File: src/rtl/seg_pkg.sv
// Shared seven-segment definitions: glyph constants, digit count and capture FSM states.
// The display encoder and the capture decoder both index GLYPHS so their tables cannot drift.
package seg_pkg;
  localparam int NUM_DIGITS = 8;

  // Active-low segments, bit 6 = seg g ... bit 0 = seg a.
  localparam logic [6:0] GLYPH_0 = 7'b1000000;
  localparam logic [6:0] GLYPH_1 = 7'b1111001;
  localparam logic [6:0] GLYPH_2 = 7'b0100100;
  localparam logic [6:0] GLYPH_3 = 7'b0110000;
  localparam logic [6:0] GLYPH_4 = 7'b0011001;
  localparam logic [6:0] GLYPH_5 = 7'b0010010;
  localparam logic [6:0] GLYPH_6 = 7'b0000010;
  localparam logic [6:0] GLYPH_7 = 7'b1111000;
  localparam logic [6:0] GLYPH_8 = 7'b0000000;
  localparam logic [6:0] GLYPH_9 = 7'b0010000;
  localparam logic [6:0] GLYPH_A = 7'b0001000;
  localparam logic [6:0] GLYPH_B = 7'b0000011;
  localparam logic [6:0] GLYPH_C = 7'b1000110;
  localparam logic [6:0] GLYPH_D = 7'b0100001;
  localparam logic [6:0] GLYPH_E = 7'b0000110;
  localparam logic [6:0] GLYPH_F = 7'b0001110;

  localparam logic [15:0][6:0] GLYPHS = {
    GLYPH_F, GLYPH_E, GLYPH_D, GLYPH_C, GLYPH_B, GLYPH_A, GLYPH_9, GLYPH_8,
    GLYPH_7, GLYPH_6, GLYPH_5, GLYPH_4, GLYPH_3, GLYPH_2, GLYPH_1, GLYPH_0
  };

  typedef enum logic [1:0] {
    IDLE   = 2'd0,
    SETTLE = 2'd1,
    HELD   = 2'd2
  } state_t;
endpackage

File: src/rtl/seg_glyph_dec.sv
// Combinational segment-pattern to hex-nibble decoder; legal is low for any
// pattern outside the glyph table (nibble is then 0).
module seg_glyph_dec
  import seg_pkg::*;
(
  input  logic [6:0] z,
  output logic [3:0] nibble,
  output logic       legal
);
  always_comb begin
    nibble = 4'h0;
    legal  = 1'b0;
    for (int i = 0; i < 16; i++) begin
      if (z == GLYPHS[i]) begin
        nibble = 4'(i);
        legal  = 1'b1;
      end
    end
  end
endmodule

File: src/rtl/seg_capture.sv
// Recovers hex digits from a multiplexed seven-segment drive: pins are sampled once,
// must hold STABLE_CYCLES+1 edges, then are captured exactly once per stable interval.
module seg_capture
  import seg_pkg::*;
#(
  parameter int          STABLE_CYCLES = 4,
  parameter logic [7:0]  FRAME_MASK    = 8'hFF
) (
  input  logic                      clk,
  input  logic                      rst,
  input  logic [NUM_DIGITS-1:0]     a,
  input  logic [6:0]                z,
  output logic [4*NUM_DIGITS-1:0]   digits,
  output logic [NUM_DIGITS-1:0]     digit_valid,
  output logic                      frame_done,
  output logic                      err_pattern,
  output logic                      err_anode,
  output logic [7:0]                err_count
);
  localparam logic [7:0] LAST = 8'(STABLE_CYCLES - 1);

  state_t                  state, state_nxt;
  logic [7:0]              cnt;
  logic [NUM_DIGITS-1:0]   s_a;
  logic [6:0]              s_z;
  logic [NUM_DIGITS-1:0]   tracking;
  logic [NUM_DIGITS-1:0]   set_bits;
  logic [3:0]              nibble;
  logic                    legal;
  logic                    changed, capture, blank, one_low;
  logic                    digit_wr, pat_err, an_err;

  seg_glyph_dec u_dec (
    .z      (s_z),
    .nibble (nibble),
    .legal  (legal)
  );

  // A change is seen as the new sample is loaded, so the counter restarts on that same edge.
  assign changed = ({a, z} != {s_a, s_z});
  assign blank   = &s_a;
  assign one_low = $onehot(~s_a);

  always_ff @(posedge clk or posedge rst) begin
    if (rst) state <= IDLE;
    else     state <= state_nxt;
  end

  always_comb begin
    state_nxt = state;
    if (changed) begin
      state_nxt = SETTLE;
    end else begin
      case (state)
        SETTLE:  if (cnt == LAST) state_nxt = HELD;
        default: state_nxt = state;
      endcase
    end
  end

  always_comb begin
    capture  = (state == SETTLE) && !changed && (cnt == LAST);
    digit_wr = capture && one_low;
    pat_err  = digit_wr && !legal;
    an_err   = capture && !blank && !one_low;
    set_bits = (digit_wr && legal) ? ~s_a : '0;
  end

  always_ff @(posedge clk or posedge rst) begin
    if (rst) begin
      s_a         <= '1;
      s_z         <= '1;
      cnt         <= 8'd0;
      digits      <= '0;
      digit_valid <= '0;
      tracking    <= '0;
      frame_done  <= 1'b0;
      err_pattern <= 1'b0;
      err_anode   <= 1'b0;
      err_count   <= 8'd0;
    end else begin
      s_a <= a;
      s_z <= z;
      if (changed)                           cnt <= 8'd0;
      else if (state == SETTLE && !capture)  cnt <= cnt + 8'd1;

      for (int k = 0; k < NUM_DIGITS; k++) begin
        if (digit_wr && !s_a[k]) begin
          if (legal) digits[4*k +: 4] <= nibble;
          digit_valid[k] <= legal;
        end
      end

      // Completion is registered: the pulse and the clear land one edge after the last capture.
      if ((tracking & FRAME_MASK) == FRAME_MASK) begin
        frame_done <= 1'b1;
        tracking   <= set_bits;
      end else begin
        frame_done <= 1'b0;
        tracking   <= tracking | set_bits;
      end

      err_pattern <= pat_err;
      err_anode   <= an_err;
      if ((pat_err || an_err) && err_count != 8'hFF) err_count <= err_count + 8'd1;
    end
  end
endmodule

File: config.mk
export PLATFORM = sky130hd
export DESIGN_NAME = seg_capture
export DESIGN_NICKNAME = d
export VERILOG_FILES = /design/src/rtl/seg_pkg.sv /design/src/rtl/seg_glyph_dec.sv /design/src/rtl/seg_capture.sv
export SDC_FILE = /design/constraint.sdc
export NUM_CORES = 1
export LEC_CHECK = 0
export CAP_MARGIN = 10
export CORE_MARGIN = 2
export CORE_UTILIZATION = 58
export CTS_CLUSTER_SIZE = 8
export DETAILED_ROUTE_END_ITERATION = 16
export HOLD_SLACK_MARGIN = 0.12
export PLACE_DENSITY = 0.85
export SLEW_MARGIN = 20
export SYNTH_ARGS = -nofsm -noshare
export SYNTH_HDL_FRONTEND = slang
export SYNTH_SLANG_ARGS = --single-unit
File: constraint.sdc
create_clock -name clk -period 11.9 [get_ports clk]
set_input_delay 2.38 -clock clk [delete_from_list [all_inputs] [get_ports clk]]
set_output_delay 2.38 -clock clk [all_outputs]
set_load 0.02 [all_outputs]
* After elaboration in Yosys (flattened, before gate mapping)
Index checks and enable logic that the tools add are counted.
** Word-level totals
- Latch bits :: 0
- Output and inout bits :: 51
- Flip-flop bits (word level) :: 84
- Memories kept :: 0
- Logic and storage cells :: 141
- Input bits :: 17
- RAM bits :: 0
- Bits in read-only memories :: 0
** Cells by class
- Reduce and logical (&&, ||, !) cells :: 45
- $mul :: 0
- Divide/modulo/power cells :: 0
- $add $sub $neg :: 9
- Bitwise gates (word level) :: 2
- Muxes and demuxes :: 39
- Shift-type cells :: 0
- Equality and inequality tests :: 21
- Magnitude comparators :: 0
** Operators by type and width (count)
- two-way mux 4 bit :: 8
- two-way mux 8 bit :: 4
- equality test 7 bit (second input constant) :: 4
- equality test 7 x 5 -> 1 bit (second input constant) :: 3
- equality test 7 x 6 -> 1 bit (second input constant) :: 3
- two-way mux 1 bit :: 18
- AND reduction 2 bit :: 9
- logical AND 1 bit :: 17
- adder 8 x 1 -> 8 bit (second input constant) :: 2
- != test 15 bit :: 1
- equality test 7 x 2 -> 1 bit (second input constant) :: 2
- equality test 7 x 4 -> 1 bit (second input constant) :: 2
- logical NOT 1 bit :: 13
- two-way mux 3 bit :: 4
- two-way mux 2 bit :: 5
- adder 1 x 1 -> 2 bit :: 4
- equality test 8 x 2 -> 1 bit (second input constant) :: 1
- equality test 8 bit (second input constant) :: 1
- != test 8 bit (second input constant) :: 1
- NOT 8 bit :: 1
- bitwise OR 8 bit :: 1
- AND reduction 8 bit :: 1
- equality test 7 x 3 -> 1 bit (second input constant) :: 1
- logical NOT 7 bit :: 1
- other kinds (6) :: 9

* Logic depth before layout (Yosys ltp)
- Word-level depth :: 21
- Gate-level depth with buffers :: 14
- Depth with buffers taken out :: 13

* Modules after synthesis
Synthesis repeated with hierarchy kept, for this count alone.
** Second synthesis, totals
- Cell total of the unflattened synthesis :: 339
- Area total of the unflattened synthesis :: 4170.2 um2
** Modules (own cells, without submodules)
- seg_capture :: area each 3833.7 um2, instances 1, cells an instance 284, seq. area each 2120.8 um2
- seg_glyph_dec :: area each 336.6 um2, instances 1, cells an instance 55, seq. area each 0.0 um2

* Least setup slack after synthesis
No wires, ideal clock.
- Kind :: reg-to-reg
- Start point :: register s_a[0]
- End point :: register err_count[2]
- Buffers on the path :: 0
- Arrival :: 3945 ps
- Library setup time :: 128 ps
- Stages on the path, launching flop included :: 14
- Period minus slack after synthesis :: 4073 ps
- Data required time :: 11772 ps
- Slack :: 7827 ps
- Cells stage by stage :: dfstp_2 > inv_1 > fa_1 > fa_1 > fa_1 > ha_1 > inv_1 > fa_1 > nor2_1 > a31oi_1 > nor2_1 > o2111ai_4 > nor3b_2 > mux2_1
** On the way
- Cells in the longest elaborated chain, start to end :: 9
- Elaborated cells between the ends (all ways) :: 18
- Those cells by class :: add/sub (3); eq/ne (2); bitwise (1); reduce/logical (12)
** RTL lines
- from (decl) :: RTL line seg_capture.sv:24 : logic [NUM_DIGITS-1:0] s_a;
- from (signal assigned) :: RTL line seg_capture.sv:71 : s_a <= '1;
- from (signal assigned) :: RTL line seg_capture.sv:82 : s_a <= a;
- NOT 8 bit :: RTL line seg_capture.sv:42 : assign one_low = $onehot(~s_a);
- adder 1 x 1 -> 2 bit (implied by the code) :: RTL line seg_capture.sv:42
- adder 2 x 2 -> 3 bit (implied by the code) :: RTL line seg_capture.sv:42
- adder 3 x 3 -> 4 bit (implied by the code) :: RTL line seg_capture.sv:42
- equality test 4 x 1 -> 1 bit :: RTL line seg_capture.sv:42
- logical AND 1 bit or logical NOT 1 bit (tied branches) :: RTL line seg_capture.sv:63, seg_capture.sv:65
- logical AND 1 bit (on tied branches) :: RTL line seg_capture.sv:64, seg_capture.sv:65
- logical OR 1 bit (*) :: RTL line seg_capture.sv:105 : if ((pat_err || an_err) && err_count != 8'hFF) err_count <= err_count + 8'd1;
- logical AND 1 bit (*) :: RTL line seg_capture.sv:105
- to (signal assigned) :: RTL line seg_capture.sv:105
- to (decl) :: RTL line seg_capture.sv:18 : output logic [7:0] err_count
Mark *: on every way between the ends. The rest lies on a longest branch, timed or not.
A chain may end at the register's enable or synchronous reset.

* Worst setup path in the final report
- Start point :: register s_a[0]
- End point :: register digits[20]
** On the way
- Cells in the longest elaborated chain, start to end :: 8
- Elaborated cells between the ends (all ways) :: 12
- Those cells by class :: add/sub (3); eq/ne (2); bitwise (1); reduce/logical (6)
** RTL lines
- NOT 8 bit :: RTL line seg_capture.sv:42
- adder 1 x 1 -> 2 bit (implied by the code) :: RTL line seg_capture.sv:42
- adder 2 x 2 -> 3 bit (implied by the code) :: RTL line seg_capture.sv:42
- adder 3 x 3 -> 4 bit (implied by the code) :: RTL line seg_capture.sv:42
- equality test 4 x 1 -> 1 bit :: RTL line seg_capture.sv:42
- logical AND 1 bit (*) :: RTL line seg_capture.sv:63 : digit_wr = capture && one_low;
- logical AND 1 bit (*) :: RTL line seg_capture.sv:88 : if (digit_wr && !s_a[k]) begin
- AND reduction 2 bit (no source line) (*)
- to (signal, indexed assignment) :: RTL line seg_capture.sv:89 : if (legal) digits[4*k +: 4] <= nibble;
- to (decl) :: RTL line seg_capture.sv:13 : output logic [4*NUM_DIGITS-1:0] digits,
Marks and branches as above.

==> flow_summary.toml <==
[clocking]
cts_tree = "built"
cts-root-to-sink-buffers = 2
cts_buffers = 9
clk_pin_slew_worst_paths_ns = 0.09
postCtsSetupBuffers = 0
cts_root_buf = "clkbuf_8"
htreeDepth = 3
cts_sinks = 84
clk_latency_ns = 0.36
cts_resized = 0
cts_hold_buffers = 0

[hold_path]
hold_path.class = "register to register"

[floorplanning]
num_rows = 31
dieHeight_um = 89.2
core_area_um2 = 7140
dieArea_um2 = 7950
die_w_um = 89.2
initial_core_util = 0.589
pin_count = 68

[logic_synthesis]
synthFlopType = "dfrtp_1"
synth-seq-area-share = 0.504
syn_area_per_cell_um2 = 11.9
synth_edf_count = 0
async_flop_share = 1.00
synth_area_um2 = 4210
yosysWarningCount = 0
synth_seq_cells = 84
ys_top_cells_by_area = "dfrtp_1 (41%), dfstp_2 (9.4%), mux2i_1 (4.0%), nand3b_4 (3.8%), xnor2_1 (3.3%)"
ys_types = 60
synth_area_leader_cell = "dfrtp_1"
syn_nets = 380
yosysTopAreaCellShare = 0.411
synth_cells = 353
post-synth-top-count-cell = "dfrtp_1"
synth_common_cells = "dfrtp_1 (69), nand2_1 (36), inv_1 (29), nor2_1 (25), mux2i_1 (17)"

[drt]
wl_per_cell_um = 17.2
vias = 2960
route.detailed.drc = 0
ant_nets = 0
drtIter0Drc = 189
drt_pre_antenna_iters = 4
viasPerCell = 5.63
wl_um = 9060

[timing]
setup-violations-final = 0
max-slew-margin-rel = 0.305
fin_crit_ns = 4.66
finalSetupTns_ns = 0
period_share = 0.391
final_max_slew_viol_count = 0
timing.final.ws_setup_ns = 7.24
hold_viol = 0
grt_setup_unrepaired = "no"
clock_skew_ns = 0.00734
fmax_ghz = 0.215
tightest_slew_ns = 1.04
holdWs_ns = 0.490

[pwr]
peakVddDrop_mv = 0.0554
powerDensity_nw_per_um2 = 114
power.leakage_nw = 2.56

[layout]
drive_gt1_frac = 0.169
fill_cells = 474
fin_cells = 526
fin_nets = 449
antenna_cells = 0
area_growth_pct = 23.6

[worst_setup_path]
critPathBufInv = 2
max_stage_delay_ns = 0.60
reg2reg_slack_ns = 7.24
crit_arrival_ns = 4.90
critical_path_peak_fanout = 18
critical_path.top_delay_family = "adder cells"
cp-end-kind = "register"
cpMostUsedCell = "fa_1"
worstSetupPathType = "register to register"
crit_chain = "inv_1 > fa_1 > fa_1 > fa_1 > ha_1 > inv_1 > fa_1 > nor2_1 > a31oi_1 > nor2_1 > nand4_4 > nand3b_4 > mux2_4"
worstSetupStartpointType = "register"
required_ns = 12.15
crit_slowest_cell = "dfstp_2"

[placement]
gp_congestion = 0.852
dp_cells = 510
pre_cts_slack_ns = 7.21
place_hpwl_um = 6170
portBuffers = 67

[grt]
grt_usage = 0.247
grt_pass1_wl_um = 14800
grt_pass1_vias = 3056
antenna_found_initial = 0
grt_max_degree = 85
grt-ovfl-total = 0

[run_status]
status = "finished clean"

[flow_run]
max_cap_violations = 0
-- cell families after synthesis --
group	share of synthesized area
fa+ha+maj	0.0393
mux	0.0824
buf+inv	0.0431
simple gates	0.208
flops	0.504
compound gates	0.0684
xor+xnor	0.0541
-- registers in the layout, indices dropped and copies added, names as in the netlist --
| signal | flops |
|---|---|
| digit_valid | 8 |
| cnt | 8 |
| err_pattern | 1 |
| s_a | 8 |
| digits | 32 |
| tracking | 8 |
| err_anode | 1 |
| frame_done | 1 |
| err_count | 8 |
| state | 2 |
| s_z | 7 |
-- final cells by class --
class | instances | area, um2 | area share
inverters | 30 | 114 | 0.0219
flip-flops and latches | 84 | 2120 | 0.408
multi-input cells | 228 | 1900 | 0.366
repair buffers | 69 | 689 | 0.133
clock inverters | 7 | 123 | 0.0236
clock buffers | 9 | 124 | 0.0238
well taps | 99 | 124 | 0.0238
-- worst reg2reg max path, stage by stage (launching register included) --
cell and delay, ns:
dfstp_2 0.60, inv_1 0.12, fa_1 0.56, fa_1 0.42
fa_1 0.51, ha_1 0.18, inv_1 0.06, fa_1 0.38
nor2_1 0.13, a31oi_1 0.14, nor2_1 0.40, nand4_4 0.37
nand3b_4 0.33, mux2_4 0.36
-- cell usage in the layout (no fill, tap or decap), types with 3 or more instances in the layout --
cell type,n
and3_1,3
bufinv_16,3
clkbuf_8,9
clkdlybuf4s50_1,67
dfrtp_1,69
dfstp_2,15
fa_1,4
ha_1,6
inv_1,28
mux2_1,5
mux2_4,8
mux2i_1,17
nand2_1,36
nand3_1,8
nand3b_4,8
nand4_1,12
nor2_1,25
nor4_1,3
o21ai_1,10
o2bb2ai_1,8
xnor2_1,16
xor2_1,10
-- power breakdown --
part,switching [W],internal [W]
Clock,0.000107,0.000140
Combinational,0.0000306,0.0000192
Sequential,0.00000676,0.000290
-- metal layers --
layer,vias up,share of wire,GRT usage
met5,-,0,0
met4,0,0.024,0.107
met3,24,0.048,0.0536
li1,1362,-,-
met1,1473,0.45,0.336
met2,101,0.48,0.384
-- final timing paths --
kind / from / to / cells past startpoint
max in group asynchronous: rst / err_count[3] / 3
max reg2reg: s_a[0] / digits[20] / 13
min reg2reg: state[0] / state[0] / 1
max: s_a[0] / digits[20] / 13
min in group asynchronous: rst / digits[1] / 3
min: state[0] / state[0] / 1
-- metrics by stage --
step / power (W) / utilization / cell area (um2)
final: 0.000594 / 0.728 / 5200
after global routing: 0.000617 / 0.728 / 5200
after CTS: 0.000597 / 0.728 / 5190
after detailed placement: 0.000350 / 0.693 / 4950
after global placement: 0.000348 / 0.693 / 4950
after floorplan: 0.000335 / - / 4210
No activity file was read; power rests on OpenSTA's default activity.
